**config.mk**
```make
export PLATFORM = sky130hd
export DESIGN_NAME = sel_encode_unit
export DESIGN_NICKNAME = d
export VERILOG_FILES = /design/src/rtl/sel_encode_unit.sv
export SDC_FILE = /design/constraint.sdc
export NUM_CORES = 1
export LEC_CHECK = 0
export BUFFER_PORTS_ARGS = -buffer_cell sky130_fd_sc_hd__buf_2
export CORE_AREA = 2 2 83 85
export DETAILED_ROUTE_END_ITERATION = 8
export DIE_AREA = 0 0 85 87
export PLACE_DENSITY = 0.71
export RECOVER_POWER = 50
export SLEW_MARGIN = 20
export SYNTH_ARGS = -nofsm -noshare
export SYNTH_HDL_FRONTEND = slang
export SYNTH_SLANG_ARGS = --single-unit
```
**constraint.sdc**
```tcl
create_clock -name clock -period 4.2 [get_ports clock]
set_input_delay 0.42 -clock clock [delete_from_list [all_inputs] [get_ports clock]]
set_output_delay 0.42 -clock clock [all_outputs]
set_load 0.05 [all_outputs]
```
**src/rtl/sel_encode_unit.sv**
```systemverilog
// Registered select-and-encode stage: shadow IR, Ra/Rb/Rc field selection,
// one-hot register file enables and sign-extended C constant.
module sel_encode_unit #(
  parameter int DATA_W    = 32,
  parameter int REG_COUNT = 16,
  parameter int SEL_W     = 4,
  parameter int RA_LSB    = 23,
  parameter int RB_LSB    = 19,
  parameter int RC_LSB    = 15,
  parameter int C_W       = 19
) (
  input  logic                 clock,
  input  logic                 reset,
  input  logic                 ir_load,
  input  logic [DATA_W-1:0]    ir_in,
  input  logic                 gra,
  input  logic                 grb,
  input  logic                 grc,
  input  logic                 rin,
  input  logic                 rout,
  input  logic                 baout,
  output logic [REG_COUNT-1:0] r_in_en,
  output logic [REG_COUNT-1:0] r_out_en,
  output logic                 r0_zero,
  output logic [SEL_W-1:0]     sel_idx,
  output logic                 sel_conflict,
  output logic [DATA_W-1:0]    c_sign_ext
);

  logic [DATA_W-1:0] sh_ir_r;
  logic [DATA_W-1:0] sh_ir_next_s;
  logic [SEL_W-1:0]  next_sel_s;
  logic [1:0]        strobe_cnt_s;
  logic              out_req_s;

  function automatic logic [REG_COUNT-1:0] onehot(input logic [SEL_W-1:0] idx);
    onehot = {{(REG_COUNT-1){1'b0}}, 1'b1} << idx;
  endfunction

  // Next selection, post-load shadow IR and strobe count; fields come from the old shadow IR.
  always_comb begin
    sh_ir_next_s = sh_ir_r;
    next_sel_s   = sel_idx;
    if (ir_load) begin
      sh_ir_next_s = ir_in;
    end else begin
      sh_ir_next_s = sh_ir_r;
    end
    if (grc) begin
      next_sel_s = sh_ir_r[RC_LSB +: SEL_W];
    end else if (grb) begin
      next_sel_s = sh_ir_r[RB_LSB +: SEL_W];
    end else if (gra) begin
      next_sel_s = sh_ir_r[RA_LSB +: SEL_W];
    end else begin
      next_sel_s = sel_idx;
    end
    strobe_cnt_s = {1'b0, gra} + {1'b0, grb} + {1'b0, grc};
    out_req_s    = rout | (baout & (next_sel_s != {SEL_W{1'b0}}));
  end

  // All state and outputs registered; reset overrides every other input.
  always_ff @(posedge clock) begin
    if (reset) begin
      sh_ir_r      <= {DATA_W{1'b0}};
      sel_idx      <= {SEL_W{1'b0}};
      r_in_en      <= {REG_COUNT{1'b0}};
      r_out_en     <= {REG_COUNT{1'b0}};
      r0_zero      <= 1'b0;
      sel_conflict <= 1'b0;
      c_sign_ext   <= {DATA_W{1'b0}};
    end else begin
      sh_ir_r      <= sh_ir_next_s;
      sel_idx      <= next_sel_s;
      r_in_en      <= rin ? onehot(next_sel_s) : {REG_COUNT{1'b0}};
      r_out_en     <= out_req_s ? onehot(next_sel_s) : {REG_COUNT{1'b0}};
      // rout takes precedence over the R0-as-zero substitution
      r0_zero      <= baout & ~rout & (next_sel_s == {SEL_W{1'b0}});
      sel_conflict <= (strobe_cnt_s > 2'd1);
      c_sign_ext   <= {{(DATA_W-C_W){sh_ir_next_s[C_W-1]}}, sh_ir_next_s[C_W-1:0]};
    end
  end

endmodule

```
==> summary.md, run 1 <==
| Metric | Value |
|---|---|
| Via count | `2001` |
| Pre-CTS setup slack | `2.21 ns` |
| CTS tree | `done` |
| Syn Inst Count | `266` |
| Dpl cell area | `3040 um^2` |
| Max_cap viols | `1` |
| Max FO, Critical Path | `27` |
| Failing checks | `max-capacitance violations, max-slew violations` |
| Number of distinct library cells after synthesis | `48` |
| Number of max-slew violations in the final report | `28` |
| R2r setup slk | `2.39 ns` |
| Setup total negative slack | `0 ns` |
| Port Buf Inserts | `105` |
| 1st-iter DRT viols | `51` |
| Max H-tree Level | `3` |
| Setup violations, final | `0` |
| DIE AREA | `7400 um^2` |
| Avg Cell Area, Syn | `10.3 um^2` |
| Clk pin slew, worst setup/hold paths | `0.07 ns` |
| Fin worst setup slack | `2.25 ns` |
| Critical-path cell list | `clkbuf_1 > mux2i_1 > nor2_1` |
| Design Area, Final | `3190 um^2` |
| Yosys top cell by area | `dfxtp_1` |
| DR vias/cell | `4.73` |
| Vias in the first global route | `1834` |
| Clock latency on the worst-skew pair | `0.34 ns` |
| Path depth of the worst reg2reg path | `4` |
| Crit. Startpoint | `ir_load` |
| Avg WL per Cell | `12.7 um` |
| Post CTS Setup Buffer Count | `0` |
| Critical Path End Type | `flop` |
| Post-cts gate resize count | `0` |
| CTS Hold Buffers Added | `0` |
| Main synth FF type | `dfxtp_1` |
| Core Region | `6570 um^2` |
| Reg-to-Reg Start | `sh_ir_r[26]$_SDFFE_PP0P_` |
| CTS sink count | `65` |
| # nets final | `380` |
| Final Hold Fails | `0` |
| Worst setup SP type | `input pin` |
| Crit Path Category | `in2reg` |
| DRC viols | `0` |
| Die Wd | `85 um` |
| Rel. slew slack | `-27.6%` |
| Fmax | `512 MHz` |
| Final Core Density | `48.5%` |
| #FFs+latches synth | `65` |
| VDD IR-drop max | `0.318 mV` |
| Ratio of cells with drive above 1 in the final layout | `31.5%` |
| Leak Pwr | `1.43 nW` |
| Die height | `87 um` |
| Largest net degree at the start of global routing | `38` |
| Area share of the largest cell type after synthesis | `47.6%` |
| Ant diodes | `0` |
| Initial antenna violation count | `0` |
| Fillcell total | `659` |
| Crit-path max cell delay | `1.35 ns` |
| Register area share after synthesis | `47.6%` |
| CP max-delay cell | `clkbuf_1` |
| Area Overhead vs Synth | `16.6%` |
| Total track usage | `15.0%` |
| Initial Util | `41.6%` |
| Largest cells by area after synthesis | `dfxtp_1, mux2i_1, buf_4, nor2_1, nor3_2` |
| Least-Margin Pin Slew | `1.91 ns` |
| FFs w/ async S/R, synth | `0%` |
| EDFF count, synth | `0` |
| Status | `complete, but fails checks` |
| Worst hold endpoint | `c_sign_ext[16]$_SDFFE_PP0P_` |
| Drt first pass iters | `4` |
| RSZ-0062 raised after global routing | `no` |
| RR Endpoint | `r_out_en[3]$_SDFF_PP0_` |
| Cell Rows | `30` |
| IO Pins | `111` |
| Crit path arrival time | `2.16 ns` |
| Synthesis Warnings | `0` |
| ANT nets after route | `0` |
| HP Class | `in2reg` |
| Minimum clock period | `1.95 ns` |
| Cell area after synthesis | `2730 um^2` |
| First-pass GRT wire length | `8.56 mm` |
| Final wirelength | `5.37 mm` |
| DPL Wire Length | `3.85 mm` |
| PD cells | `445 nW/um^2` |
| Clock skew | `0.00875 ns` |
| GRT overflow | `0` |
| Worst path required time | `4.41 ns` |
| Hold path depth | `3` |
| Syn_nets | `308` |
| Clock Tree Buf Depth | `2` |
| Min-delay src | `ir_in[16]` |
| Cts bufs inserted | `9` |
| Root buffer cell | `clkbuf_8` |
| Final Wtd Congestion | `0.802` |
| Final Cycle Share | `46.5%` |
-- layer usage --
metal	vias up	routed length [um]	part of all wire (%)	global-route usage, %
met5	-	0	0	0
met4	0	98	1.8	9.09
met3	8	419	7.8	4.36
met2	69	2370	44	22.8
met1	911	2480	46	18.8
li1	1013	-	-	-
-- cell usage after synthesis, types with 2 or more instances --
library cell / instances
dfxtp_1: 65
nor2_1: 55
buf_4: 33
mux2i_1: 28
a21oi_1: 7
inv_1: 5
nand2_1: 5
nor3_2: 5
a211oi_1: 4
buf_2: 4
clkbuf_1: 4
nor3_1: 4
o211ai_2: 4
buf_6: 3
nor2b_1: 3
mux2i_2: 2
nand3_1: 2
nand3b_1: 2
o211ai_1: 2
-- worst max path at each step --
stage / depth (start not counted) / to
4_1_cts: 1 / c_sign_ext[31]
3_3_place_gp: 5 / r_out_en[3]$_SDFF_PP0_
6_report: 3 / c_sign_ext[1]$_SDFFE_PP0P_
2_1_floorplan: 5 / r_out_en[3]$_SDFF_PP0_
3_5_place_dp: 5 / r_out_en[14]$_SDFF_PP0_
5_1_grt: 5 / r_in_en[3]$_SDFF_PP0_
-- registers in the layout (all words and copies together), names as in the netlist --
| signal | count |
|---|---|
| c_sign_ext | 19 |
| sel_conflict | 1 |
| sh_ir_r | 8 |
| r_out_en | 16 |
| r0_zero | 1 |
| r_in_en | 16 |
| sel_idx | 4 |
-- placed cells by master, fill, tap and decap left out, drive strengths merged, types with 2 or more instances in the layout --
master and n:
o211ai 6, dfxtp 65, o221ai 2, nand3 2
nand2 5, a21oi 8, clkbuf 46, mux2i 30
clkinv 3, nor3 9, nor2 55, clkinvlp 2
or2 2, nor2b 4, inv 6, o21bai 2
buf 68, nand3b 3, o21ai 2, a211oi 6
-- cell type report --
cell class | count | area [um^2] | area share [%]
clock buffers | 9 | 124 | 3.89
clock inverters | 7 | 80.1 | 2.51
inverters | 5 | 18.8 | 0.589
multi-input cells | 152 | 1080 | 34.0
flip-flops and latches | 65 | 1300 | 40.8
well taps | 80 | 100 | 3.14
repair buffers | 105 | 479 | 15.0
-- power by group --
part	internal [W]	leakage (nW)	switching [W]
clock	0.000278	0.0960	0.000251
sequential	0.000639	0.530	0.0000154
combinational	0.0000671	0.800	0.000168
-- kinds of logic after synthesis --
group           share of synthesized area (%)
simple gates                             16.3
flops                                    47.6
buf+inv                                  12.3
compound gates                           11.5
mux                                      11.8
fa+ha+maj                               0.458
-- worst max-delay path, delay by kind of cell --
family,cells,cell delay [ns]
AND/OR/NAND/NOR,1,0.06
buffers and inverters,1,1.35
multiplexers,1,0.33
-- metrics by stage --
step           total power, W  std cells  hold WS (ns)
6_report              0.00142        423         0.309
5_1_grt               0.00148        423         0.304
4_1_cts               0.00144        423         0.294
3_5_place_dp         0.000908        407         0.478
3_3_place_gp         0.000905        407         0.468
2_1_floorplan        0.000878        266         0.462
Note: power is estimated with default switching activity, not from simulation.
==> inputs of run 2 (changes only) <==
- ABC_AREA: default -> 1
- CORE_AREA: 2 2 83 85 -> 2 2 80 82
- DIE_AREA: 0 0 85 87 -> 0 0 82 84
- PLACE_DENSITY: 0.71 -> 0.74
- clock period: 4.2 -> 1.7 ns (I/O delays scaled with it)
==> summary.md, run 2 <==
| Metric | Value |
|---|---|
| Status | `finished clean` |
| Total track usage | `15.9% (+0.85 points)` |
| Cell Rows | `29 (-3.3%)` |
| Avg Cell Area, Syn | `8.41 um^2 (-18%)` |
| Largest cells by area after synthesis | `dfxtp_1, nor2_1, buf_4, o21ai_0, nand2_1` |
| Clock latency on the worst-skew pair | `0.34 ns (about the same)` |
| Initial Util | `40.4% (-1.2 points)` |
| Drt first pass iters | `4 (unchanged)` |
| Fmax | `701 MHz` |
| Vias in the first global route | `1812 (-1.2%)` |
| Cts bufs inserted | `9 (unchanged)` |
| First-pass GRT wire length | `8.24 mm (-3.8%)` |
| Path depth of the worst reg2reg path | `8 (+4)` |
| Reg with most FFs | `c_sign_ext` |
| Max_cap viols | `0 (-1)` |
| Avg WL per Cell | `11.5 um (-9.7%)` |
| Post CTS Setup Buffer Count | `0 (unchanged)` |
| Most frequent cells in the layout | `nor2_1, buf_2, dfxtp_1, clkbuf_1, o21ai_0` |
| Final Cycle Share | `84.0%` |
| Reg power frac | `45.7% (-0.4 points)` |
| HP Class | `in2reg` |
| DPL Wire Length | `3.73 mm (-3.1%)` |
| Number of distinct library cells after synthesis | `19 (-60%)` |
| P_int | `0.00242 W (+150%)` |
| Largest register FFs | `19 (unchanged)` |
| Count leader, synth | `nor2_1` |
| DR vias/cell | `4.42 (-6.5%)` |
| DRC viols | `0 (unchanged)` |
| Clk pin slew, worst setup/hold paths | `0.08 ns (about the same)` |
| Syn Inst Count | `293 (+10%)` |
| Post-cts gate resize count | `0 (unchanged)` |
| Crit path to | `r_out_en[14]$_SDFF_PP0_` |
| Core Region | `6100 um^2 (-7.2%)` |
| Reg-to-Reg Start | `sh_ir_r[20]$_SDFFE_PP0P_` |
| Ant diodes | `0 (unchanged)` |
| Minimum clock period | `1.43 ns` |
| Placed insts | `435 (+6.9%)` |
| Final Hold Fails | `0 (unchanged)` |
| DIE AREA | `6890 um^2 (-6.9%)` |
| Worst path required time | `1.97 ns (-2.44 ns)` |
| Ratio of cells with drive above 1 in the final layout | `28.3% (-3.1 points)` |
| # nets final | `411 (+8.2%)` |
| Reported net switching power | `0.00112 W (+160%)` |
| Sw frac | `31.8% (+1.1 points)` |
| Setup total negative slack | `0 ns (unchanged)` |
| Final wirelength | `5.17 mm (-3.8%)` |
| Number of max-slew violations in the final report | `0 (-100%)` |
| Footprint of the multi-input gates | `811 um^2 (-25%)` |
| 1st-iter DRT viols | `102 (+100%)` |
| Clock power frac | `37.0% (-0.3 points)` |
| Syn_nets | `335 (+8.8%)` |
| Crit. Startpoint | `sh_ir_r[20]$_SDFFE_PP0P_` |
| Clock skew | `0.00871 ns (-0.0000339 ns)` |
| Min-delay src | `ir_in[6]` |
| Die Wd | `82 um (-3.5%)` |
| Logic gate share of total power | `17.3% (+0.7 points)` |
| Crit Path Category | `reg2reg` |
| Die height | `84 um (-3.4%)` |
| Main synth FF type | `dfxtp_1` |
| Synthesis Warnings | `0 (unchanged)` |
| Yosys top cell by area | `dfxtp_1` |
| #FFs+latches synth | `65 (unchanged)` |
| CTS Hold Buffers Added | `0 (unchanged)` |
| Cell area after synthesis | `2460 um^2 (-9.8%)` |
| Largest regs | `c_sign_ext x19, r_in_en x16, r_out_en x16` |
| Fillcell total | `634 (-3.8%)` |
| FFs w/ async S/R, synth | `0% (unchanged)` |
| Most instantiated cells after synthesis | `nor2_1, dfxtp_1, buf_4` |
| Commonest non-fill, non-tap cell in the layout | `nor2_1` |
| RR Endpoint | `r_out_en[14]$_SDFF_PP0_` |
| ANT nets after route | `0 (unchanged)` |
| Final Wtd Congestion | `0.804 (+0.20%)` |
| Register Area | `1300 um^2 (unchanged)` |
| R2r setup slk | `0.27 ns (-2.12 ns)` |
| Max H-tree Level | `3 (unchanged)` |
| Root buffer cell | `clkbuf_8` |
| Worst setup SP type | `flop` |
| Critical Path End Type | `flop` |
| CTS tree | `done` |
| RSZ-0062 raised after global routing | `no` |
| Area share of the largest cell type after synthesis | `52.8% (+5.2 points)` |
| Least-Margin Pin Slew | `0.747 ns (-1.17 ns)` |
| Area Overhead vs Synth | `19.7%` |
| Initial antenna violation count | `0 (unchanged)` |
| GRT overflow | `0 (unchanged)` |
| CTS sink count | `65 (unchanged)` |
| Register area share after synthesis | `52.8% (+5.2 points)` |
| Port Buf Inserts | `105 (unchanged)` |
| Setup violations, final | `0 (unchanged)` |
| VDD IR-drop max | `0.622 mV (+96%)` |
| Clock Tree Buf Depth | `2 (unchanged)` |
| EDFF count, synth | `0 (unchanged)` |
| Max FO, Critical Path | `4 (-85%)` |
| Leak Pwr | `1.35 nW (-5.7%)` |
| PD cells | `1200 nW/um^2 (+170%)` |
| Post-Layout Cell Count | `451 (+6.6%)` |
| Rel. slew slack | `50.2% (+78 points)` |
| Crit path arrival time | `1.70 ns (-0.46 ns)` |
| Largest net degree at the start of global routing | `25 (-34%)` |
| Via count | `1995 (-0.30%)` |
| IO Pins | `111 (unchanged)` |
==> run 2: changes by cell type in the layout (fill, tap and decap cells not counted), moves of 5 or more <==
cell      previous run  this run
nor3_2               5         0
nand2_1              5        25
o21ai_0              1        27
nor2_2               0        10
nor2_1              55        76
a211oi_1             5         0
inv_1                5        11
mux2i_1             28         0
nand3_1              2        12
==> run 2: cell type report <==
class	count	area share, %
sequential	65	44.1
multi-input combinational	172	27.5
timing repair buffer	108	16.7
clock buffer	9	4.20
tap	77	3.27
clock inverter	7	2.63
inverter	13	1.65
==> run 2: how the worst min path moves through the flow <==
| stage | cells past startpoint | slack [ns] | end |
|---|---|---|---|
| after floorplan | 1 | 0.24 | sel_idx[2]$_SDFF_PP0_ |
| after global placement | 3 | 0.39 | c_sign_ext[10]$_SDFFE_PP0P_ |
| after detailed placement | 3 | 0.40 | c_sign_ext[15]$_SDFFE_PP0P_ |
| after CTS | 3 | 0.03 | c_sign_ext[6]$_SDFFE_PP0P_ |
| after global routing | 3 | 0.05 | c_sign_ext[9]$_SDFFE_PP0P_ |
| final | 3 | 0.06 | c_sign_ext[6]$_SDFFE_PP0P_ |
==> run 2: per-stage QoR <==
step / utilization (%) / hold WS [ns] / area, um^2 / setup WS, ns / total power (W)
2_1_floorplan: - / 0.239 / 2460 / 0.143 / 0.00219
3_3_place_gp: 46.1 / 0.391 / 2810 / 0.278 / 0.00227
3_5_place_dp: 46.1 / 0.400 / 2810 / 0.241 / 0.00228
4_1_cts: 49.4 / 0.0340 / 3010 / 0.298 / 0.00359
5_1_grt: 48.4 / 0.0479 / 2950 / 0.0908 / 0.00370
6_report: 48.4 / 0.0551 / 2950 / 0.273 / 0.00354
==> run 2: layer usage <==
metal | vias up | part of all wire (%) | wire length (um) | GRT usage [%]
li1 | 1039 | - | - | -
met1 | 873 | 46 | 2360 | 19.1
met2 | 77 | 44 | 2290 | 24.2
met3 | 6 | 9.1 | 470 | 7.47
met4 | 0 | 1.0 | 53 | 6.36
met5 | - | 0 | 0 | 0
==> run 2: kinds of logic (layout without fill, tap and decap cells) <==
kind of cell               count (synthesis)  after routing  synth area share [%]
buffers and inverters                     56            137                  14.1
adders and majority gates                  1              1                 0.508
AOI/OAI and AO/OA                         37             37                  7.51
DFF                                       65             65                  52.8
and+or+nand+nor                          134            134                  25.1
==> run 2: worst max-delay path, cell delays in order (launching register included) <==
cell	delay, ns
dfxtp_1	0.31
inv_1	0.05
a21oi_1	0.14
nand2_1	0.07
nand2_1	0.16
inv_1	0.08
nor2_1	0.26
nand3_1	0.17
nor2_2	0.14
==> run 2: power by group through the flow <==
stage / clock (W) / sequential, W / combinational (W)
after floorplan: 0 / 0.00173 / 0.000463
after global placement: 0 / 0.00165 / 0.000618
after detailed placement: 0 / 0.00165 / 0.000627
after CTS: 0.00135 / 0.00162 / 0.000628
after global routing: 0.00142 / 0.00162 / 0.000659
final: 0.00131 / 0.00162 / 0.000612
